<file path="src/rtl/elevator_pkg.sv">
// Shared elevator definitions: direction codes, hall button bit positions,
// door state encoding and car-button index helpers.
package elevator_pkg;

   typedef enum logic [1:0] {
      DIR_STOP = 2'b00,
      DIR_UP   = 2'b01,
      DIR_DOWN = 2'b10
   } dir_e;

   localparam int unsigned HALL_UP_BIT   = 0;
   localparam int unsigned HALL_DOWN_BIT = 1;

   typedef enum logic [1:0] {
      DOOR_CLOSED,
      DOOR_OPENING,
      DOOR_OPEN,
      DOOR_CLOSING
   } door_state_e;

   // Car button vector is [floors+2:1]: floors first, then CLOSE, then OPEN.
   function automatic int unsigned close_b_idx(input int unsigned floors);
      return floors + 1;
   endfunction

   function automatic int unsigned open_b_idx(input int unsigned floors);
      return floors + 2;
   endfunction

endpackage

</file>
<file path="src/rtl/door_controller_if.sv">
// Door controller bus: car/floor status and buttons toward the door,
// door status back to the motion controller.
//   master: drives moving, floor, direction, buttons, obstruct; reads status
//   slave : the door controller
interface door_controller_if #(
   parameter int unsigned FLOORS = 7
);
   localparam int unsigned FLW = $clog2(FLOORS + 1);

   logic                  moving;
   logic [FLW-1:0]        currentFloor;
   logic [1:0]            currentDirection;
   logic [1:0]            currentFloorButton;
   logic [FLOORS+2:1]     internalButton;
   logic                  obstruct;
   logic                  doorState;
   logic                  doorClosed;
   logic                  nudge;
   logic                  served;
   logic                  doorFault;

   modport master (
      output moving, currentFloor, currentDirection, currentFloorButton,
             internalButton, obstruct,
      input  doorState, doorClosed, nudge, served, doorFault
   );

   modport slave (
      input  moving, currentFloor, currentDirection, currentFloorButton,
             internalButton, obstruct,
      output doorState, doorClosed, nudge, served, doorFault
   );
endinterface

</file>
<file path="src/rtl/door_timer.sv">
// Loadable down-counter used for the door dwell time.
//   load  : reload to MAX (highest priority)
//   clear : force to zero
//   hold  : keep the current value (otherwise decrement, stopping at zero)
//   zero_c: counter value after this edge will be zero
module door_timer #(
   parameter int unsigned MAX = 6
) (
   input  logic clk,
   input  logic rst_n,
   input  logic load,
   input  logic clear,
   input  logic hold,
   output logic zero_c
);
   localparam int unsigned CW = (MAX < 1) ? 1 : $clog2(MAX + 1);

   logic [CW-1:0] cnt_q, cnt_d;

   always_comb begin
      cnt_d = cnt_q;
      if (load)                        cnt_d = CW'(MAX);
      else if (clear)                  cnt_d = '0;
      else if (!hold && cnt_q != '0)   cnt_d = cnt_q - CW'(1);
   end

   assign zero_c = (cnt_d == '0);

   always_ff @(posedge clk or negedge rst_n) begin
      if (!rst_n) cnt_q <= '0;
      else        cnt_q <= cnt_d;
   end
endmodule

</file>
<file path="src/rtl/door_controller.sv">
// Four-phase car door controller with travel time, obstruction reversal,
// nudge mode after repeated reopenings and a sticky fault when the car
// moves with the door not closed.
//   clk, reset (async, active low)
//   bus: door_controller_if.slave (inputs from car logic, door status out)
module door_controller
   import elevator_pkg::*;
#(
   parameter int unsigned FLOORS         = 7,
   parameter int unsigned CLK_PER_OPEN   = 500000000,
   parameter int unsigned CLK_PER_TRAVEL = 50000000,
   parameter int unsigned MAX_REOPEN     = 3
) (
   input  logic             clk,
   input  logic             reset,
   door_controller_if.slave bus
);
   localparam int unsigned FLW      = $clog2(FLOORS + 1);
   localparam int unsigned POS_W    = (CLK_PER_TRAVEL < 1) ? 1 : $clog2(CLK_PER_TRAVEL + 1);
   localparam int unsigned REOPEN_W = (MAX_REOPEN < 1) ? 1 : $clog2(MAX_REOPEN + 1);
   localparam int unsigned OPEN_IDX  = open_b_idx(FLOORS);
   localparam int unsigned CLOSE_IDX = close_b_idx(FLOORS);

   door_state_e         state_q, state_d;
   logic [POS_W-1:0]    pos_q, pos_d;
   logic [REOPEN_W-1:0] reopen_q, reopen_d, reopen_inc;
   logic nudge_q, nudge_d, half_q, half_d, fault_q, fault_d, served_q, served_d;
   logic door_state_q, door_closed_q;

   logic [FLOORS:1] floor_hit;
   logic hit_hall_c, call_c, open_raw_c, open_eff_c, close_eff_c, reverse_c;
   logic nudge_apply_c, freeze_c, step_ok_c, open_reach_c;
   logic t_load, t_clear, t_hold, dwell_zero_c;

   // Car button for the floor the car is standing at.
   for (genvar g = 1; g <= FLOORS; g++) begin : g_floor
      assign floor_hit[g] = (bus.currentFloor == FLW'(g)) && bus.internalButton[g];
   end

   // Hall call only counts when it agrees with the travel direction.
   assign hit_hall_c = (bus.currentDirection == DIR_UP   && bus.currentFloorButton[HALL_UP_BIT]) ||
                       (bus.currentDirection == DIR_DOWN && bus.currentFloorButton[HALL_DOWN_BIT]);

   assign call_c      = !bus.moving && (hit_hall_c || (|floor_hit));
   assign open_raw_c  = !bus.moving && bus.internalButton[OPEN_IDX];
   assign open_eff_c  = open_raw_c && !nudge_q;
   assign close_eff_c = !bus.moving && bus.internalButton[CLOSE_IDX] && !nudge_q;
   assign reverse_c   = !bus.moving && !nudge_q && (bus.obstruct || open_raw_c || call_c);

   // Nudge rules are suspended while the car moves (forced close).
   assign nudge_apply_c = nudge_q && !bus.moving;
   assign freeze_c      = nudge_apply_c && bus.obstruct && (state_q == DOOR_CLOSING);
   assign step_ok_c     = !nudge_apply_c || half_q;
   assign open_reach_c  = (state_q == DOOR_OPENING) && !bus.moving &&
                          ((pos_q >= POS_W'(CLK_PER_TRAVEL)) ||
                           (step_ok_c && pos_q == POS_W'(CLK_PER_TRAVEL - 1)));

   assign reopen_inc = (reopen_q >= REOPEN_W'(MAX_REOPEN)) ? reopen_q : reopen_q + REOPEN_W'(1);

   // Dwell timer controls: OPEN_B beats CLOSE_B, obstruction holds.
   always_comb begin
      t_load  = open_reach_c || (state_q == DOOR_OPEN && open_eff_c);
      t_clear = (state_q == DOOR_OPEN) && !open_eff_c && close_eff_c;
      t_hold  = (state_q != DOOR_OPEN) || bus.obstruct || bus.moving;
   end

   door_timer #(.MAX(CLK_PER_OPEN)) u_dwell (
      .clk    (clk),
      .rst_n  (reset),
      .load   (t_load),
      .clear  (t_clear),
      .hold   (t_hold),
      .zero_c (dwell_zero_c)
   );

   // Next-state and counter update.
   always_comb begin
      state_d  = state_q;
      pos_d    = pos_q;
      reopen_d = reopen_q;
      nudge_d  = nudge_q;
      half_d   = 1'b0;
      fault_d  = fault_q | (bus.moving && state_q != DOOR_CLOSED);
      served_d = 1'b0;

      if (nudge_apply_c && !freeze_c &&
          (state_q == DOOR_OPENING || state_q == DOOR_CLOSING))
         half_d = !half_q;

      case (state_q)
         DOOR_CLOSED: begin
            if (call_c || open_raw_c) begin
               state_d  = DOOR_OPENING;
               served_d = call_c;
               reopen_d = '0;
               nudge_d  = 1'b0;
            end
         end
         DOOR_OPENING: begin
            if (bus.moving) begin
               state_d = DOOR_CLOSING;
            end else begin
               if (pos_q < POS_W'(CLK_PER_TRAVEL) && step_ok_c) pos_d = pos_q + POS_W'(1);
               if (open_reach_c) state_d = DOOR_OPEN;
            end
         end
         DOOR_OPEN: begin
            if (bus.moving || (dwell_zero_c && !bus.obstruct)) state_d = DOOR_CLOSING;
         end
         DOOR_CLOSING: begin
            if (reverse_c) begin
               state_d  = DOOR_OPENING;
               reopen_d = reopen_inc;
               if (reopen_inc == REOPEN_W'(MAX_REOPEN)) nudge_d = 1'b1;
            end else if (pos_q == '0) begin
               state_d = DOOR_CLOSED;
               nudge_d = 1'b0;
            end else if (step_ok_c && !freeze_c) begin
               pos_d = pos_q - POS_W'(1);
               if (pos_q == POS_W'(1)) begin
                  state_d = DOOR_CLOSED;
                  nudge_d = 1'b0;
               end
            end
         end
         default: state_d = DOOR_CLOSED;
      endcase
   end

   always_ff @(posedge clk or negedge reset) begin
      if (!reset) begin
         state_q       <= DOOR_CLOSED;
         pos_q         <= '0;
         reopen_q      <= '0;
         nudge_q       <= 1'b0;
         half_q        <= 1'b0;
         fault_q       <= 1'b0;
         served_q      <= 1'b0;
         door_state_q  <= 1'b0;
         door_closed_q <= 1'b1;
      end else begin
         state_q       <= state_d;
         pos_q         <= pos_d;
         reopen_q      <= reopen_d;
         nudge_q       <= nudge_d;
         half_q        <= half_d;
         fault_q       <= fault_d;
         served_q      <= served_d;
         door_state_q  <= (state_d != DOOR_CLOSED);
         door_closed_q <= (state_d == DOOR_CLOSED);
      end
   end

   assign bus.doorState  = door_state_q;
   assign bus.doorClosed = door_closed_q;
   assign bus.nudge      = nudge_q;
   assign bus.served     = served_q;
   assign bus.doorFault  = fault_q;
endmodule

</file>
<file path="src/flat_wrapper.sv">
// flat-port wrapper written by rule: the top's interface ports become plain ports
module door_controller_flat import elevator_pkg::*;
#(
   parameter int unsigned FLOORS         = 7,
   parameter int unsigned CLK_PER_OPEN   = 500000000,
   parameter int unsigned CLK_PER_TRAVEL = 50000000,
   parameter int unsigned MAX_REOPEN     = 3
)
  (clk, reset, bus_moving, bus_currentFloor, bus_currentDirection, bus_currentFloorButton, bus_internalButton, bus_obstruct, bus_doorState, bus_doorClosed, bus_nudge, bus_served, bus_doorFault);
  door_controller_if #(.FLOORS(FLOORS)) bus_i ();
  input  logic clk;
  input  logic reset;
  input wire logic [$bits(bus_i.moving)-1:0] bus_moving;
  input wire logic [$bits(bus_i.currentFloor)-1:0] bus_currentFloor;
  input wire logic [$bits(bus_i.currentDirection)-1:0] bus_currentDirection;
  input wire logic [$bits(bus_i.currentFloorButton)-1:0] bus_currentFloorButton;
  input wire logic [$bits(bus_i.internalButton)-1:0] bus_internalButton;
  input wire logic [$bits(bus_i.obstruct)-1:0] bus_obstruct;
  output wire logic [$bits(bus_i.doorState)-1:0] bus_doorState;
  output wire logic [$bits(bus_i.doorClosed)-1:0] bus_doorClosed;
  output wire logic [$bits(bus_i.nudge)-1:0] bus_nudge;
  output wire logic [$bits(bus_i.served)-1:0] bus_served;
  output wire logic [$bits(bus_i.doorFault)-1:0] bus_doorFault;
  assign bus_i.moving = bus_moving;
  assign bus_i.currentFloor = bus_currentFloor;
  assign bus_i.currentDirection = bus_currentDirection;
  assign bus_i.currentFloorButton = bus_currentFloorButton;
  assign bus_i.internalButton = bus_internalButton;
  assign bus_i.obstruct = bus_obstruct;
  assign bus_doorState = bus_i.doorState;
  assign bus_doorClosed = bus_i.doorClosed;
  assign bus_nudge = bus_i.nudge;
  assign bus_served = bus_i.served;
  assign bus_doorFault = bus_i.doorFault;
  door_controller #(.FLOORS(FLOORS), .CLK_PER_OPEN(CLK_PER_OPEN), .CLK_PER_TRAVEL(CLK_PER_TRAVEL), .MAX_REOPEN(MAX_REOPEN)) u_core (.clk(clk), .reset(reset), .bus(bus_i));
endmodule
</file>
<file path="config.mk">
export PLATFORM = sky130hd
export DESIGN_NAME = door_controller_flat
export DESIGN_NICKNAME = d
export VERILOG_FILES = /design/src/rtl/elevator_pkg.sv /design/src/rtl/door_controller_if.sv /design/src/rtl/door_timer.sv /design/src/rtl/door_controller.sv /design/src/flat_wrapper.sv
export SDC_FILE = /design/constraint.sdc
export NUM_CORES = 1
export LEC_CHECK = 0
export ABC_AREA = 1
export ABC_CLOCK_PERIOD_IN_PS = 2600
export CAP_MARGIN = 10
export CORE_ASPECT_RATIO = 0.7
export CORE_MARGIN = 2
export CORE_UTILIZATION = 63
export CTS_BUF_LIST = sky130_fd_sc_hd__clkbuf_8
export DETAILED_ROUTE_END_ITERATION = 12
export PLACE_DENSITY_LB_ADDON = 0.15
export SYNTH_ARGS = -nofsm -noshare
export SYNTH_HDL_FRONTEND = slang
export SYNTH_SLANG_ARGS = --single-unit
</file>
<file path="constraint.sdc">
create_clock -name clk -period 2.6 [get_ports clk]
set_input_delay 0.52 -clock clk [delete_from_list [all_inputs] [get_ports clk]]
set_output_delay 0.52 -clock clk [all_outputs]
set_load 0.02 [all_outputs]
</file>
* Word level (Yosys, flattened, before mapping)
Index checks and enable logic that the tools add are counted.
** Operators by class
- Add/subtract/negate cells :: 4
- Multipliers :: 0
- Divide/modulo/power cells :: 0
- Order comparisons :: 3
- Equality and inequality tests :: 26
- Shift-type cells :: 0
- Multiplexer cells :: 32
- Bitwise gates (word level) :: 1
- Reductions and logical operators :: 65
** Operator list (count)
- $mux 26 :: 5
- $mux 29 :: 3
- $pmux 26 s2 :: 1
- $logic_and 1x1->1 :: 32
- $logic_not 29->1 :: 1
- $reduce_bool 29->1 :: 1
- $sub 29x1->29 const B :: 1
- $add 26x1->26 const B :: 1
- $eq 26x1->1 const B :: 1
- $eq 26x26->1 const B :: 1
- $ge 26x26->1 const B :: 1
- $logic_not 26->1 :: 1
- $lt 26x26->1 const B :: 1
- $sub 26x1->26 const B :: 1
- $mux 2 :: 11
- $eq 3x3->1 const B :: 4
- $logic_or 1x1->1 :: 12
- $ne 2x2->1 const B :: 6
- $mux 1 :: 9
- $eq 2x2->1 const B :: 4
- $logic_not 1->1 :: 8
- $ne 4x3->1 const B :: 2
- $pmux 2 s4 :: 1
- $reduce_bool 2->1 :: 4
- 15 further kinds :: 19
** Storage, ports and cells
- Register bits :: 65
- Bits in latches :: 0
- Bits in writable memories :: 0
- Bits in read-only memories :: 0
- Bits of input ports :: 20
- Output and inout bits :: 5
- Logic and storage cells :: 141
- Memories :: 0

* Logic depth before layout (Yosys ltp)
Gate-level depths: netlist of run 1.
- Word-level depth :: 15
- Depth in mapped cells :: 22
- Depth with buffers taken out :: 21

* Modules after synthesis
A second synthesis of run 1 with hierarchy kept.
** Second synthesis, totals
- Cell total of the unflattened synthesis :: 927
- Area, all modules :: 5815.6 um^2
** By module, submodules not included
- door_controller :: times used 1, cells each 559, area each 3489.6 um^2, seq. area each 902.1 um^2
- door_timer :: times used 1, cells each 368, area each 2326.0 um^2, seq. area each 725.7 um^2

* Worst setup path before layout of run 1
OpenSTA, ideal clock, no wires.
- Kind :: reg2reg
- Start point :: register u_core.state_q[0]
- End point :: register u_core.door_state_q (netlist: u_core.bus.doorState)
- Library setup time :: 0.117 ns
- Data arrival time :: 2.108 ns
- Required time :: 2.483 ns
- Setup slack :: 0.375 ns
- Stages on the path, launching flop included :: 21
- Buffers on the path :: 1
- Period minus slack after synthesis :: 2.225 ns
- Cells stage by stage :: dfrtp_1 inv_1 ha_1 inv_1 nor3_4 inv_2 nor2_4 buf_6 nand2_1 nand2_1 nand3_1 nand3_1 inv_2 nand2_1 nor2_1 nand3_1 nand2_1 nand2_1 nand2_2 nand2_2 nand2_1
** Between the ends
- Longest elaborated chain between the ends :: 14
- Elaborated cells on any way between the ends :: 34
- Classes of those cells :: eq/ne: 4; mux: 12; reduce/logical: 18
** Ends and longest elaborated chain
- from (decl) :: line door_controller.sv:24 : door_state_e state_q, state_d;
- from (signal assigned) :: line door_controller.sv:142 : state_q <= state_d;
- $ne 2x2->1 :: line door_controller.sv:64 : t_hold = (state_q != DOOR_OPEN) || bus.obstruct || bus.moving;
- $logic_or 1x1->1 (2 in a row) :: line door_controller.sv:64
- $logic_not 1->1 :: line door_timer.sv:24 : else if (!hold && cnt_q != '0) cnt_d = cnt_q - CW'(1);
- $logic_and 1x1->1 :: line door_timer.sv:24
- $mux 29 :: line door_timer.sv:24
- $mux 29 :: line door_timer.sv:23 : else if (clear) cnt_d = '0;
- $mux 29 :: line door_timer.sv:22 : if (load) cnt_d = CW'(MAX);
- $logic_not 29->1 :: line door_timer.sv:27 : assign zero_c = (cnt_d == '0);
- $logic_and 1x1->1 :: line door_controller.sv:108 : if (bus.moving || (dwell_zero_c && !bus.obstruct)) state_d = DOOR_CLOSING;
- $logic_or 1x1->1 :: line door_controller.sv:108
- $mux 2 :: line door_controller.sv:108
- $pmux 2 s4 * :: line door_controller.sv:90 : case (state_q)
- $reduce_bool 2->1 * :: line door_controller.sv:149 : door_state_q <= (state_d != DOOR_CLOSED);
- to (signal assigned) :: line door_controller.sv:149
- to (decl) :: line door_controller.sv:28 : logic door_state_q, door_closed_q;
Every way passes the cells marked *; elsewhere a longest branch is shown, timed or not.
A chain may end at the register's enable or synchronous reset.

* Worst setup path in the final report of run 1
- Start point :: register u_core.state_q[0]
- End point :: register u_core.door_state_q (netlist: u_core.bus.doorState)
** Between the ends
- Longest elaborated chain between the ends :: 14
- Elaborated cells on any way between the ends :: 34
- Classes of those cells :: eq/ne: 4; mux: 12; reduce/logical: 18
** Ends and longest elaborated chain
- $ne 2x2->1 :: line door_controller.sv:64
- $logic_or 1x1->1 (2 in a row) :: line door_controller.sv:64
- $logic_not 1->1 :: line door_timer.sv:24
- $logic_and 1x1->1 :: line door_timer.sv:24
- $mux 29 :: line door_timer.sv:24
- $mux 29 :: line door_timer.sv:23
- $mux 29 * :: line door_timer.sv:22
- net u_core.u_dwell.cnt_d[17] :: line door_timer.sv:18 : logic [CW-1:0] cnt_q, cnt_d;
- $logic_not 29->1 * :: line door_timer.sv:27
- $logic_and 1x1->1 * :: line door_controller.sv:108
- $logic_or 1x1->1 * :: line door_controller.sv:108
- $mux 2 * :: line door_controller.sv:108
- $pmux 2 s4 * :: line door_controller.sv:90
- $reduce_bool 2->1 * :: line door_controller.sv:149
Mark *: on every way through the listed nets, which the timed path passes. The rest lies on a longest branch.

==> results of run 1 <==
-- sequential cells by signal (all words and copies together) (netlist names) --
name,flops
u_core.bus.doorState,1
u_core.pos_q,26
u_core.half_q,1
u_core.state_q,2
u_core.bus.nudge,1
u_core.bus.doorFault,1
u_core.u_dwell.cnt_q,29
u_core.bus.doorClosed,1
u_core.bus.served,1
u_core.reopen_q,2
-- worst max-delay path, cell delays in order (launching register included) --
cell     delay [ns]
dfrtp_2        0.44
inv_4          0.08
ha_4           0.17
inv_4          0.04
nor3_4         0.16
inv_2          0.07
nor2_4         0.29
buf_12         0.17
nand2_2        0.05
o21ai_1        0.06
nand2_1        0.08
nor2_2         0.16
nor2_1         0.07
nand2_1        0.07
nor2_1         0.04
nand3_1        0.12
nand2_1        0.08
nand2_1        0.07
nand2_2        0.06
nand2_2        0.07
nand2_1        0.05
-- power breakdown --
| group | internal [mW] | switching (mW) | total [mW] |
|---|---|---|---|
| clock network | 0.343 | 0.445 | 0.788 |
| registers | 1.46 | 0.569 | 2.03 |
| logic | 1.70 | 2.73 | 4.43 |
-- per-layer routing --
layer | share of wire (%) | GRT usage, % | wire, um
met5 | 0 | 0 | 0
met4 | 2.3 | 10.6 | 401
met3 | 15 | 13.2 | 2510
met2 | 41 | 53.2 | 7100
met1 | 42 | 54.4 | 7300
-- how the worst max path moves through the flow --
stage	start	to
after detailed placement	bus_currentFloor[0]	u_core.pos_q[17]$_DFFE_PN0P_
after floorplan	u_core.state_q[0]$_DFF_PN0_	u_core.bus.doorState$_DFF_PN0_
after CTS	u_core.u_dwell.cnt_q[0]$_DFF_PN0_	u_core.bus.doorState$_DFF_PN0_
after global placement	bus_currentFloor[0]	u_core.pos_q[17]$_DFFE_PN0P_
after global routing	u_core.pos_q[1]$_DFFE_PN0P_	u_core.pos_q[23]$_DFFE_PN0P_
final	u_core.state_q[0]$_DFF_PN0_	u_core.bus.doorState$_DFF_PN0_
-- kinds of logic after synthesis --
logic type / Yosys count
DFF: 65
xor gates and xnor gates: 39
buffers and inverters: 104
AOI/OAI and AO/OA: 73
adders and majority gates: 10
and+or+nand+nor: 489
-- layout make-up --
cell class / instances / area, um^2
timing repair buffer: 107 / 948
multi-input combinational: 611 / 3300
inverter: 85 / 327
clock buffer: 9 / 124
fill: 517 / 1370
clock inverter: 7 / 46.3
sequential: 65 / 1630
tap: 101 / 126
-- layout by cell type (no fill, tap or decap), drive strengths merged --
master	instances
nand2	234
nor2	146
inv	85
buf	82
dfrtp	64
nand3	57
o21ai	34
xor2	30
a21oi	25
clkdlybuf4s50	22
nand4	21
nor3	21
clkbuf	11
ha	10
xnor2	9
clkinv	4
a31oi	3
clkinvlp	3
nor4	3
nand3b	2
o211ai	2
o21bai	2
or2	2
a21boi	1
o21a	1
o22ai	1
nor3b	1
and3	1
or3b	1
a211oi	1
a32o	1
o41ai	1
a32oi	1
dlymetal6s2s	1
dfstp	1
-- repair_timing --
action	in CTS	in global routing
endpoints found under the setup margin	4	28
buffers inserted	0	10
gates resized for setup	4	77
cloned	0	3
pin swaps	0	5
-- stage by stage --
stage                     setup WS [ns]  TNS (ns)  cells  power (mW)  util, %
final                             0.107         0    985        7.24     82.6
after CTS                      0.000337         0    972        6.56     77.8
after global placement           -0.379     -3.94    956        5.59     75.4
after detailed placement         -0.428     -6.15    956        5.72     75.4
after global routing            -0.0226   -0.0785    985        7.70     82.6
after floorplan                   0.375         0    780        4.30        -
==> metrics.txt, run 1 <==
die area 8900 um^2; total grt overflow 0; RR Endpoint u_core.bus.doorState$_DFF_PN0_; hold buffer count at cts 0; I/O Buffers 24; vias in the first global route 5237; share of cells above drive strength 1 23.4%; final net count 909; initial antenna violation count 0; CTS root buffer clkbuf_8; top-count cell post-synth nand2_1; Initial Util 65.3%; Post-Synth Adder-Cell Area 2.44%; P_leak 3.10 nW; Req. time, crit path 2.87 ns; Slew headroom 63.2%; cell area after synthesis 5140 um^2; Design Area, Final 6500 um^2; crit path kind reg -> reg; CTS tree done; setup slack, reg-to-reg 0.11 ns; clk sink count 65; CP Launch Type flop; detailed placement HPWL 12300 um; syn nets 810; post-route ant nets 0; R2R Path Start u_core.state_q[0]$_DFF_PN0_; max_cap viols 0; outcome completed; Post-synth top cells nand2_1, nor2_1, inv_1; area post-placement 5930 um^2; crit end category flop; top post-synthesis cells by area dfrtp_1, nand2_1, nor2_1; path depth of the worst reg2reg path 20; Worst Max-Slew Pin Slew 0.551 ns; Max Clk Rate 401 MHz; Worst Skew 0.0160 ns; pwr/cell area 1110 nW/um^2; EDFF count, synth 0; number of remaining DRC errors 0; drt pass-1 iters 6; worst skew pair latency 0.38 ns; Die Ht 79.6 um; maximum fanout along the worst path 6; TritonCTS buffer count 9; final setup violation count 0; WL/cell 17.6 um; Ys Warns 0; Synth top area share 31.2%; largest area contributor in the netlist dfrtp_1; Hold Crit Class in -> async; sequential cell area fraction in the yosys report 31.7%; ys async rst share 100%; via count 5869; htree depth 3; Final Hold Viols 0; Compound-Gate Fraction of Synth Area 8.26%; Tcrit/Tclk final 95.9%; Core ar. 7870 um^2; clk slew on worst S/H paths 0.08 ns; I/O pins 25; simple-gate area share of the yosys netlist 42.2%; synthesized area per cell 6.59 um^2; Yosys reg bits 65; Max rail drop VDD 0.787 mV; Syn Inst Count 780; CP arrival 2.76 ns; drt initial violations 702; Netlist cell types 49; final hold slack 0.122 ns; DIE WIDTH 112 um; first-pass GRT wire length 26100 um; row count 27; top_reg_cell synth dfrtp_1; XOR/XNOR Fraction of Synth Area 6.65%; GRT Total Usage 37.6%; Tmin final 2.49 ns; via density per instance 5.96; largest family of logic cells by synthesized area simple AND/OR/NAND/NOR gates; Pins Over Slew Limit 0; Ant. Diodes 0; mux contribution to synthesized area 0%; Layout area overhead 26.5%; Clock Path Buffers 2; GP Congestion 1.03; routed wire length 17300 um; largest net degree at the start of global routing 46
No activity file was read; power rests on OpenSTA's default activity.
==> run 2, diff against run 1 <==
Settings changed: CORE_ASPECT_RATIO 0.7 to 0.75.
==> run 2 against run 1 <==
Against the previous run:
- the flow now finishes with violations (negative setup slack)
- via count rose by 2.8%
- worst hold slack better by 0.061 ns
- combinational power increased by 4%
- global-route usage fell by 0.93 points
- first-iteration DRC count grew 20%
- clock skew fell by 0.0058 ns
- worst setup slack worse by 0.14 ns
- largest cell class unchanged
- largest power group unchanged
==> metrics.txt, run 2 (synthesis results as in run 1) <==
outcome finished, violations left; failing checks negative setup slack; drt initial violations 844; Final Hold Viols 0; Initial Util 64.9%; clk sink count 65; Pins Over Slew Limit 0; Req. time, crit path 2.86 ns; routed wire length on met3 2600 um; Worst Max-Slew Pin Slew 0.670 ns; Largest regs u_core.u_dwell.cnt_q (29), u_core.pos_q (26); Ant. Diodes 0; CTS root buffer clkbuf_8; via count 6031; GRT Total Usage 36.7%; most common cell after layout, fill and taps aside nand2_1; drt pass-1 iters 6; Final TNS setup -0.0420 ns; R2R Path Start u_core.state_q[0]$_DFF_PN0_; CP cell instances clkdlybuf4s50_1 -> nor3_4 -> inv_2 -> nor2_4 -> buf_12 -> buf_12 -> nand2_1 -> o21ai_1 -> nand2_1 -> nor2_4 -> nor2_4 -> nand2_1 -> nor2_1 -> nand3_1 -> nand2_1 -> nand2_1 -> nand2_2 -> nand2_2 -> nand2_1; DIE WIDTH 108 um; first-pass GRT wire length 25100 um; Layout Utilization 85.7%; Layout area overhead 32.0%; Slew headroom 55.3%; final worst slack -0.0286 ns; stages on the worst setup path 19; CP Launch Type primary input; I/O pins 25; TritonCTS buffer count 9; RR Endpoint u_core.bus.doorState$_DFF_PN0_; routed wire length 17900 um; row count 28; Hold Crit Class in -> async; WP buf/inv 4; pre-CTS setup slack -0.384 ns; Worst path max stage delay 0.50 ns; crit path kind in -> reg; final hold slack 0.184 ns; RSZ-0062 raised after global routing yes; total grt overflow 0; final setup violation count 2; max FFs per register 29; uppermost layer routed met4; Tmin final 2.63 ns; share of cells above drive strength 1 27.1%; crit end category flop; Critical Path Sink u_core.bus.doorState$_DFF_PN0_; worst skew pair latency 0.37 ns; max_cap viols 0; GP Congestion 1.04; crit path launch bus_obstruct; Critical Path Slowest Stage Cell clkdlybuf4s50_1; initial antenna violation count 0; P_leak 3.23 nW; Die Ht 82.2 um; I/O Buffers 24; die area 8900 um^2; Most flops, register u_core.u_dwell.cnt_q; hold buffer count at cts 0; vias in the first global route 5133; Clock Path Buffers 2; Tcrit/Tclk final 101%; CP dominant cell by count nand2_1; final net count 926; via density per instance 6.00; maximum fanout along the worst path 5; WL/cell 17.8 um; setup slack, reg-to-reg -0.02 ns; post-route ant nets 0; Final Non-Filler Cells 1006; WL met2 7540 um; CP arrival 2.89 ns; Worst Skew 0.0102 ns; detailed placement HPWL 11900 um; clk slew on worst S/H paths 0.08 ns; delay-heaviest family, CP simple AND/OR/NAND/NOR gates; most frequent cells in the layout nand2_1, nor2_1, buf_4; Max rail drop VDD 0.766 mV; largest net degree at the start of global routing 37; number of remaining DRC errors 0; htree depth 3; Core ar. 7920 um^2; Placed Instances 967; pwr/cell area 1110 nW/um^2; CTS tree done; Max Clk Rate 380 MHz; path depth of the worst reg2reg path 21; met1 wire length 7220 um
-- run 2: cell types whose count changed in the layout (fill, tap and decap cells not counted), sizes merged --
cell	previous run	this run
inv	85	86
clkinvlp	3	1
clkdlybuf4s50	22	21
clkbuf	11	12
buf	82	97
dlymetal6s2s	1	2
nand2	234	235
bufinv	0	1
-- run 2: metal layers --
metal,global-route usage (%),vias to the layer above
met4,8.85,0
met2,52.5,532
met5,0,-
met1,54.1,2700
met3,11.0,81
li1,-,2718
-- run 2: cell type report --
cell class / instances / area, um^2
repair buffers: 123 / 1120
clock buffers: 9 / 124
well taps: 105 / 131
clock inverters: 7 / 63.8
fillers: 481 / 1140
flip-flops and latches: 65 / 1640
multi-input cells: 612 / 3380
inverters: 85 / 320
-- run 2: how the worst min path moves through the flow --
stage,endpoint,cells past startpoint,slack (ns),from
global placement,u_core.bus.doorFault$_DFF_PN0_,1,0.47,u_core.bus.doorFault$_DFF_PN0_
global route,u_core.bus.served$_DFF_PN0_,1,0.22,reset
floorplan,u_core.bus.doorFault$_DFF_PN0_,0,0.22,reset
finish,u_core.bus.doorState$_DFF_PN0_,1,0.18,reset
detailed placement,u_core.bus.doorFault$_DFF_PN0_,1,0.47,u_core.bus.doorFault$_DFF_PN0_
CTS,u_core.state_q[1]$_DFF_PN0_,1,0.19,reset
-- run 2: power breakdown --
part           internal, mW  switching (mW)
logic                  1.84            2.77
clock network         0.434           0.438
registers              1.46           0.589
total                  3.73            3.80
-- run 2: stage by stage --
stage | power (mW) | area [um^2]
after floorplan | 4.30 | 5140
after global placement | 5.59 | 6000
after detailed placement | 5.71 | 6000
after CTS | 6.63 | 6200
after global routing | 7.98 | 6780
final | 7.53 | 6780
-- run 2: timing repair --
action,4_1_cts,5_1_grt
gates cloned,0,5
endpoints found under the setup margin,3,27
pin swaps,0,25
setup buffers,0,18
hold endpoints to repair,0,0
gates resized for setup,3,109
==> run 3, diff against run 2 <==
Settings changed: SKIP_LAST_GASP set to 1.
==> run 3 against run 2 <==
Against the previous run:
- largest power group unchanged
- the run still ends with negative setup slack left
- highest routed layer unchanged
- non-clock buffer count unchanged
- final cell count is the same
- worst hold slack got worse by 0.0057 ns
- clock power barely moved
- clock skew barely moved
==> metrics.txt, run 3 (synthesis results as in run 1) <==
RSZ-0062 raised after global routing yes; failing checks negative setup slack; pre-CTS setup slack -0.384 ns; DIE WIDTH 108 um; post-route ant nets 0; CP dominant cell by count nand2_1; vias in the first global route 5133; max FFs per register 29; Max rail drop VDD 0.763 mV; most frequent cells in the layout nand2_1, nor2_1, buf_4; Final TNS setup -0.0175 ns; number of remaining DRC errors 0; largest net degree at the start of global routing 37; final net count 926; maximum fanout along the worst path 5; routed wire length 17900 um; Slew headroom 56.2%; GP Congestion 1.04; final worst slack -0.0139 ns; most common cell after layout, fill and taps aside nand2_1; R2R Path Start u_core.u_dwell.cnt_q[18]$_DFF_PN0_; worst skew pair latency 0.37 ns; crit end category flop; GRT Total Usage 36.7%; Core ar. 7920 um^2; Final Hold Viols 0; Register Area 1640 um^2; clk slew on worst S/H paths 0.08 ns; clk sink count 65; RR Endpoint u_core.bus.doorState$_DFF_PN0_; CP arrival 2.92 ns; Worst path max stage delay 0.46 ns; I/O pins 25; drt pass-1 iters 6; hold buffer count at cts 0; crit path kind reg -> reg; Req. time, crit path 2.91 ns; CP cell instances nor2_4 -> nand2_2 -> nor2_4 -> nand2_1 -> nor2_4 -> nor2_4 -> buf_12 -> clkbuf_16 -> nand2_1 -> o21ai_1 -> nand2_1 -> nand3_2 -> inv_1 -> nand2_1 -> nor2_1 -> nand3_1 -> nand2_1 -> nand2_1 -> nand2_2 -> nand2_2 -> nand2_1; drt initial violations 839; Worst Max-Slew Pin Slew 0.657 ns; Pins Over Slew Limit 0; CTS tree done; TritonCTS buffer count 9; total power 7.53 mW; total grt overflow 0; CTS root buffer clkbuf_8; share of cells above drive strength 1 27.1%; Tmin final 2.61 ns; Largest regs u_core.u_dwell.cnt_q (29), u_core.pos_q (26); Clock Path Buffers 2; final setup violation count 2; die area 8900 um^2; setup slack, reg-to-reg -0.01 ns; Tcrit/Tclk final 101%; filler cell count 481; via density per instance 5.97; P_leak 3.23 nW; area of the multi-input gates 3380 um^2; Design Area, Final 6780 um^2; initial antenna violation count 0; pwr/cell area 1110 nW/um^2; WL/cell 17.8 um; Layout area overhead 32.0%; outcome finished, violations left; Initial Util 64.9%; Most flops, register u_core.u_dwell.cnt_q; CP Launch Type flop; Worst Skew 0.0101 ns; crit path launch u_core.u_dwell.cnt_q[18]$_DFF_PN0_; area post-placement 6000 um^2; Critical Path Slowest Stage Cell dfrtp_2; max_cap viols 0; via count 6008; detailed placement HPWL 11900 um; htree depth 3; Max Clk Rate 383 MHz; Ant. Diodes 0; Die Ht 82.2 um; Hold Crit Class in -> async; row count 28; path depth of the worst reg2reg path 21; first-pass GRT wire length 25100 um; I/O Buffers 24
-- run 3: cell counts in the layout (fill, tap and decap cells not counted) --
No cell type changed its count.
-- run 3: area by class of cell --
| class | count | share of cell area (%) |
|---|---|---|
| Clock buffer | 9 | 1.83 |
| Inverter | 85 | 4.72 |
| Clock inverter | 7 | 0.941 |
| Sequential cell | 65 | 24.2 |
| Timing Repair Buffer | 123 | 16.6 |
| Multi-Input combinational cell | 612 | 49.8 |
| Tap cell | 105 | 1.94 |
-- run 3: how the worst max path moves through the flow --
| stage | end | slack (ns) | cells after the start |
|---|---|---|---|
| finish | u_core.bus.doorState$_DFF_PN0_ | -0.01 | 21 |
| global route | u_core.bus.doorState$_DFF_PN0_ | -0.16 | 22 |
| CTS | u_core.pos_q[17]$_DFFE_PN0P_ | 0.008 | 16 |
| detailed placement | u_core.pos_q[14]$_DFFE_PN0P_ | -0.38 | 16 |
| global placement | u_core.bus.doorState$_DFF_PN0_ | -0.32 | 18 |
| floorplan | u_core.bus.doorState$_DFF_PN0_ | 0.38 | 20 |
-- run 3: where the power goes --
group / switching [mW] / internal (mW)
logic: 2.77 / 1.84
clock network: 0.438 / 0.434
registers: 0.590 / 1.46
total: 3.80 / 3.73
-- run 3: timing repair --
| action | CTS | global route |
|---|---|---|
| hold endpoints to repair | 0 | 0 |
| setup endpoints to repair | 3 | 27 |
| gates resized for setup | 3 | 109 |
| pin swaps | 0 | 23 |
| setup buffers | 0 | 18 |
| gates cloned | 0 | 5 |
-- run 3: worst max-delay path: cells and delay by family, from the launching register on --
| kind | cells | cell delay [ns] |
|---|---|---|
| AND/OR/NAND/NOR | 17 | 1.64 |
| flip-flops | 1 | 0.46 |
| AO/OA/AOI/OAI | 1 | 0.05 |
| buffers and inverters | 3 | 0.39 |
-- run 3: metrics by stage --
step	hold WS, ns	utilization [%]	instances
4_1_cts	0.192	78.4	983
3_5_place_dp	0.465	75.8	967
5_1_grt	0.221	85.7	1006
6_report	0.178	85.7	1006
2_1_floorplan	0.224	-	780
3_3_place_gp	0.466	75.8	967
-- run 3: layer usage --
| metal | wire [um] | track usage [%] | share of wire [%] | vias to the layer above |
|---|---|---|---|---|
| met5 | 0 | 0 | 0 | - |
| met4 | 501 | 8.85 | 2.8 | 0 |
| met2 | 7660 | 52.5 | 43 | 485 |
| li1 | - | - | - | 2726 |
| met1 | 7340 | 54.1 | 41 | 2728 |
| met3 | 2440 | 11.0 | 14 | 69 |
==> patch 1: new RTL, settings of run 2 <==
Reset style: synchronous (`reset` and `rst_n`), changed in 2 clocked blocks. Comments in the files are not updated.
--- a/src/rtl/door_timer.sv
+++ b/src/rtl/door_timer.sv
@@ -26,7 +26,7 @@
 
    assign zero_c = (cnt_d == '0);
 
-   always_ff @(posedge clk or negedge rst_n) begin
+   always_ff @(posedge clk) begin
       if (!rst_n) cnt_q <= '0;
       else        cnt_q <= cnt_d;
    end
--- a/src/rtl/door_controller.sv
+++ b/src/rtl/door_controller.sv
@@ -127,7 +127,7 @@
       endcase
    end
 
-   always_ff @(posedge clk or negedge reset) begin
+   always_ff @(posedge clk) begin
       if (!reset) begin
          state_q       <= DOOR_CLOSED;
          pos_q         <= '0;
Formal check against the unedited RTL: differs if reset is asserted again (counterexample within 4 cycles, from zero or initial values and one cycle with reset low); with reset held inactive, the same outputs for 10 cycles.
==> patch 1 against run 2 <==
Critical path depth shrank 2. Routed wire length fell by 2.4%. Sequential cell count stayed put. Synthesized cell count is 10% higher. Largest cell class unchanged. Area after synthesis down 1.5%. Setup slack better by 0.10 ns. Final area fell by 7.9%. Die area shrank 1.5%.
Power is not compared: it rests on default switching activity, and its combinational part moved more than twofold at a synthesized area within 25%.
==> patch 1: results (changes against run 2) <==
* Outcome: finished, final reports clean
* Worst hold path endpoint: u_core.half_q
* Endpoint of the most critical register-to-register path: u_core.bus.doorClosed
* Largest clock skew in the final design at 0.00725 ns (-0.00298 ns)
* Compound-gate portion of the synthesized area at 13.3% (+5.0 points)
* Detailed-route wire length per cell at 16.4 µm (-7.5%)
* Largest stage delay on the critical path at 0.41 ns (-0.09 ns)
* Antenna violations before repair at 0 (unchanged)
* Adder-cell share of the synthesized area at 2.47% (+0.037 points)
* Worst Min Path Start: u_core.half_q
* Number of global-route vias before repair at 5,401 (+5.2%)
* Wire length of the first global-routing pass at 26.4 mm (+5.3%)
* Main area contributors after synthesis: sky130_fd_sc_hd__dfxtp_1 26%, sky130_fd_sc_hd__nand2_1 17%, sky130_fd_sc_hd__nor2_1 9.7%
* CP delay by family, top: compound AO/OA/AOI/OAI gates
* RePlAce Congestion at 1.03 (-0.65%)
* Met2 capacity usage during global routing at 53.0% (+0.50 points)
* Total nets after synthesis at 889 (+9.8%)
* Number of vias per cell at 5.89 (-1.8%)
* Crit path DAT at 2.83 ns (-0.06 ns)
* Synthesized-area fraction occupied by xor and xnor cells at 2.94% (-3.7 points)
* Measured slew at the worst slew-check pin at 0.648 ns (-0.0226 ns)
* Number of placed instances with taps included at 1,042 (+7.8%)
* R2R cell count at 21 (unchanged)
* Worst R2R Start: u_core.u_dwell.cnt_q[0]
* Net Switching at 0.932 mW
* Insertion delay to the later sink of the worst-skew pair at 0.35 ns (-0.02 ns)
* Detailed-router iteration count before antenna repair at 6 (unchanged)
* Count of different cell masters after synthesis at 44 (-10%)
* DRC marker count from the first detailed-route iteration at 773 (-8.4%)
* Critical path peak fanout at 3 (-2)
* Overall Global Routing Usage at 38.7% (+2.1 points)
* Top cells by count, synth: 226 x sky130_fd_sc_hd__nand2_1, 131 x sky130_fd_sc_hd__nor2_1, 101 x sky130_fd_sc_hd__inv_1, 65 x sky130_fd_sc_hd__dfxtp_1, 62 x sky130_fd_sc_hd__nand3_1
* Kind of path behind the tightest hold check: register to register
* Yosys warns at 0 (unchanged)
* Fraction of the yosys area taken by sequential cells at 25.7% (-6.0 points)
* Reg2reg setup slack at 0.12 ns (+0.14 ns)
* Mapped Cells at 859 (+10%)
* Met3 Usage GRT at 11.3% (+0.36 points)
* Async set or reset register ratio after synthesis at 0% (-100 points)
* H-tree depth at 3 (unchanged)
* Layout Nets at 981 (+5.9%)
* Pin count of the biggest net entering global routing at 24 (-35%)
* Share of cells above drive strength 1 at 16.4% (-11 points)
* Routed wire length at 17.4 mm (-2.4%)
* Post-DP HPWL at 12.9 mm (+8.6%)
* Met1 track demand over resource at 58.3% (+4.2 points)
* Leak at 3.03 nW
-- patch 1: area by class of cell --
class | instances | area (µm²)
timing repair buffer | 105 | 947
multi-input combinational | 661 | 3260
clock buffer | 9 | 124
tap | 105 | 131
fill | 558 | 1600
inverter | 109 | 412
sequential | 65 | 1300
clock inverter | 7 | 71.3
-- patch 1: cell families (layout without fill, tap and decap cells) --
group	count (synthesis)	in the layout
buffers and inverters	133	230
adder cells (fa/ha/maj)	10	10
XOR/XNOR	17	17
AO/OA/AOI/OAI	120	120
AND/OR/NAND/NOR	514	514
flip-flops	65	65
-- patch 1: through the flow --
stage | utilization [%] | hold slack, ns | cell area, µm² | setup slack, ns
4_1_cts | 78.5 | 0.426 | 6160 | 0.0439
3_5_place_dp | 76.0 | 0.409 | 5960 | -0.455
2_1_floorplan | - | 0.398 | 5060 | 0.481
6_report | 79.6 | 0.430 | 6250 | 0.0729
3_3_place_gp | 76.0 | 0.407 | 5960 | -0.264
5_1_grt | 79.6 | 0.452 | 6250 | -0.0943
-- patch 1: worst max-delay path by stage --
stage                     startpoint                     to  slack [ns]  cells after the start
6_report       bus_internalButton[6]   u_core.bus.doorState        0.07                     17
5_1_grt        bus_internalButton[6]   u_core.bus.doorState       -0.09                     17
4_1_cts                   bus_moving   u_core.bus.doorState        0.04                     17
3_5_place_dp              bus_moving   u_core.bus.doorState       -0.46                     17
3_3_place_gp              bus_moving   u_core.bus.doorState       -0.26                     17
2_1_floorplan             bus_moving  u_core.bus.doorClosed        0.48                     16
-- patch 1: power by group through the flow --
stage               combinational (mW)  sequential (mW)  clock (mW)
CTS                              0.717             1.04       0.889
global placement                 0.685             1.07           0
floorplan                        0.416             1.08           0
detailed placement               0.707             1.07           0
finish                           0.763             1.05       0.883
global route                     0.819             1.05       0.925
-- patch 1: per-layer routing --
layer  vias to the layer above  part of all wire, %  wire [µm]
met2                       446                   41       7130
met5                         -                    0          0
met3                        45                   14       2470
met4                         0                  1.7        298
met1                      2805                   43       7550
li1                       2949                    -          -
-- patch 1: timing repair --
action                     4_1_cts  5_1_grt
buffers inserted                 0        3
pin swaps                        0        4
setup endpoints to repair        3       28
gates resized for setup          1       25
==> patch 2: new RTL, flow settings as in run 2 <==
Without the edit above. `MAX_REOPEN` is set to 3 in 2 places; all go to 6.
--- a/src/rtl/door_controller.sv
+++ b/src/rtl/door_controller.sv
@@ -9,7 +9,7 @@
    parameter int unsigned FLOORS         = 7,
    parameter int unsigned CLK_PER_OPEN   = 500000000,
    parameter int unsigned CLK_PER_TRAVEL = 50000000,
-   parameter int unsigned MAX_REOPEN     = 3
+   parameter int unsigned MAX_REOPEN     = 6
 ) (
    input  logic             clk,
    input  logic             reset,
--- a/src/flat_wrapper.sv
+++ b/src/flat_wrapper.sv
@@ -4,7 +4,7 @@
    parameter int unsigned FLOORS         = 7,
    parameter int unsigned CLK_PER_OPEN   = 500000000,
    parameter int unsigned CLK_PER_TRAVEL = 50000000,
-   parameter int unsigned MAX_REOPEN     = 3
+   parameter int unsigned MAX_REOPEN     = 6
 )
   (clk, reset, bus_moving, bus_currentFloor, bus_currentDirection, bus_currentFloorButton, bus_internalButton, bus_obstruct, bus_doorState, bus_doorClosed, bus_nudge, bus_served, bus_doorFault);
   door_controller_if #(.FLOORS(FLOORS)) bus_i ();
Check against the original RTL: not equivalent (Yosys sat finds a counterexample within 10 cycles, from zero or initial values and one cycle with reset low).
==> patch 2 against run 2 <==
The run still ends with negative setup slack left. Fmax decreased by 4.8%. Total power decreased by 1.4%. Final cell count increased by 0.40%. Synthesized cell count increased by 0.51%. Setup slack got worse by 0.13 ns. Final area increased by 0.41%. Routed wire length increased by 9.8%. Sequential cell count increased by 1. Area after synthesis about the same. Largest power group unchanged. Highest routed layer unchanged.
==> patch 2: results (changes against run 2) <==
* Comb power at 4.48 mW (-3%)
* Measured slew at the worst slew-check pin at 0.481 ns (-0.190 ns)
* Die width at 108 µm (about the same)
* Crit path DAT at 3.08 ns (+0.19 ns)
* Met1 track demand over resource at 51.8% (-2.3 points)
* Compound-gate portion of the synthesized area at 9.11% (+0.85 points)
* Pin count of the biggest net entering global routing at 51 (+38%)
* Count of vias placed by the detailed router at 6,407 (+6.2%)
* Post-DP HPWL at 11.9 mm (+0.46%)
* Setup slack after layout at -0.162 ns (-0.134 ns)
* Share of cells above drive strength 1 at 26.7% (-0.34 points)
* Outcome: complete, but fails checks
* Pre-CTS WS at -0.331 ns (+0.0526 ns)
* Overall Global Routing Usage at 37.0% (+0.30 points)
* Number of placed instances with taps included at 959 (-0.83%)
* Largest stage delay on the critical path at 0.46 ns (-0.04 ns)
* Accumulated negative setup slack at -0.436 ns (-0.394 ns)
* Endpoints failing setup at 3 (+1)
* Maximum vdd ir drop at 772 µV (+0.78%)
* Largest clock skew in the final design at 0.0155 ns (+0.00529 ns)
* Main area contributors after synthesis: sky130_fd_sc_hd__dfrtp_1 32%, sky130_fd_sc_hd__nand2_1 16%, sky130_fd_sc_hd__nor2_1 8.6%
* Met3 Usage GRT at 12.6% (+1.6 points)
* Violated checks: negative setup slack
* Net Switching at 3.75 mW (-1.2%)
* Leak at 3.24 nW (+0.40%)
* Total nets after synthesis at 815 (+0.62%)
* Largest registers ranked by flip-flop count: u_core.u_dwell.cnt_q (29), u_core.pos_q (26), u_core.reopen_q (3)
* DP Area at 5930 µm² (-1.1%)
* Met2 capacity usage during global routing at 53.3% (+0.75 points)
* Per-instance average area after synthesis at 6.55 µm² (-0.53%)
* R2R cell count at 18 (-14%)
* Crit-path slowest cell: sky130_fd_sc_hd__dfrtp_1
[patch 2: cell type report]
type | count | area [µm²] | share of cell area [%]
well taps | 105 | 131 | 1.93
clock buffers | 9 | 124 | 1.82
clock inverters | 7 | 100 | 1.47
repair buffers | 126 | 1110 | 16.3
multi-input cells | 603 | 3310 | 48.6
flip-flops and latches | 66 | 1680 | 24.6
inverters | 94 | 357 | 5.24
[patch 2: timing repair]
action / in CTS / in global routing
buffers inserted: 0 / 33
pin swaps: 0 / 33
gates cloned: 0 / 2
hold buffers: 0 / 0
setup endpoints to repair: 2 / 28
resized for setup: 1 / 115
[patch 2: kinds of logic (layout without fill, tap and decap cells)]
| family | after synthesis | in the layout |
|---|---|---|
| adder cells (fa/ha/maj) | 11 | 11 |
| flip-flops | 66 | 66 |
| XOR/XNOR | 39 | 39 |
| AND/OR/NAND/NOR | 470 | 470 |
| buffers and inverters | 115 | 236 |
| AO/OA/AOI/OAI | 83 | 83 |
[patch 2: worst max-delay path by stage]
stage	startpoint	end	cells after the start
2_1_floorplan	u_core.state_q[0]	u_core.bus.doorState	19
3_3_place_gp	bus_currentFloor[0]	u_core.pos_q[23]	16
3_5_place_dp	bus_moving	u_core.state_q[0]	19
4_1_cts	u_core.u_dwell.cnt_q[0]	u_core.state_q[0]	18
5_1_grt	u_core.state_q[0]	u_core.bus.doorState	15
6_report	u_core.u_dwell.cnt_q[13]	u_core.bus.doorState	18
[patch 2: layer usage]
layer / routed length (µm) / part of all wire (%)
met1: 7150 / 36
met2: 8270 / 42
met3: 3070 / 16
met4: 1140 / 5.8
met5: 0 / 0
[patch 2: through the flow]
stage / utilization [%] / hold WS, ns
global placement: 74.9 / 0.470
finish: 86.0 / 0.0891
floorplan: - / 0.224
global route: 86.0 / 0.129
detailed placement: 74.9 / 0.477
CTS: 77.8 / 0.0919
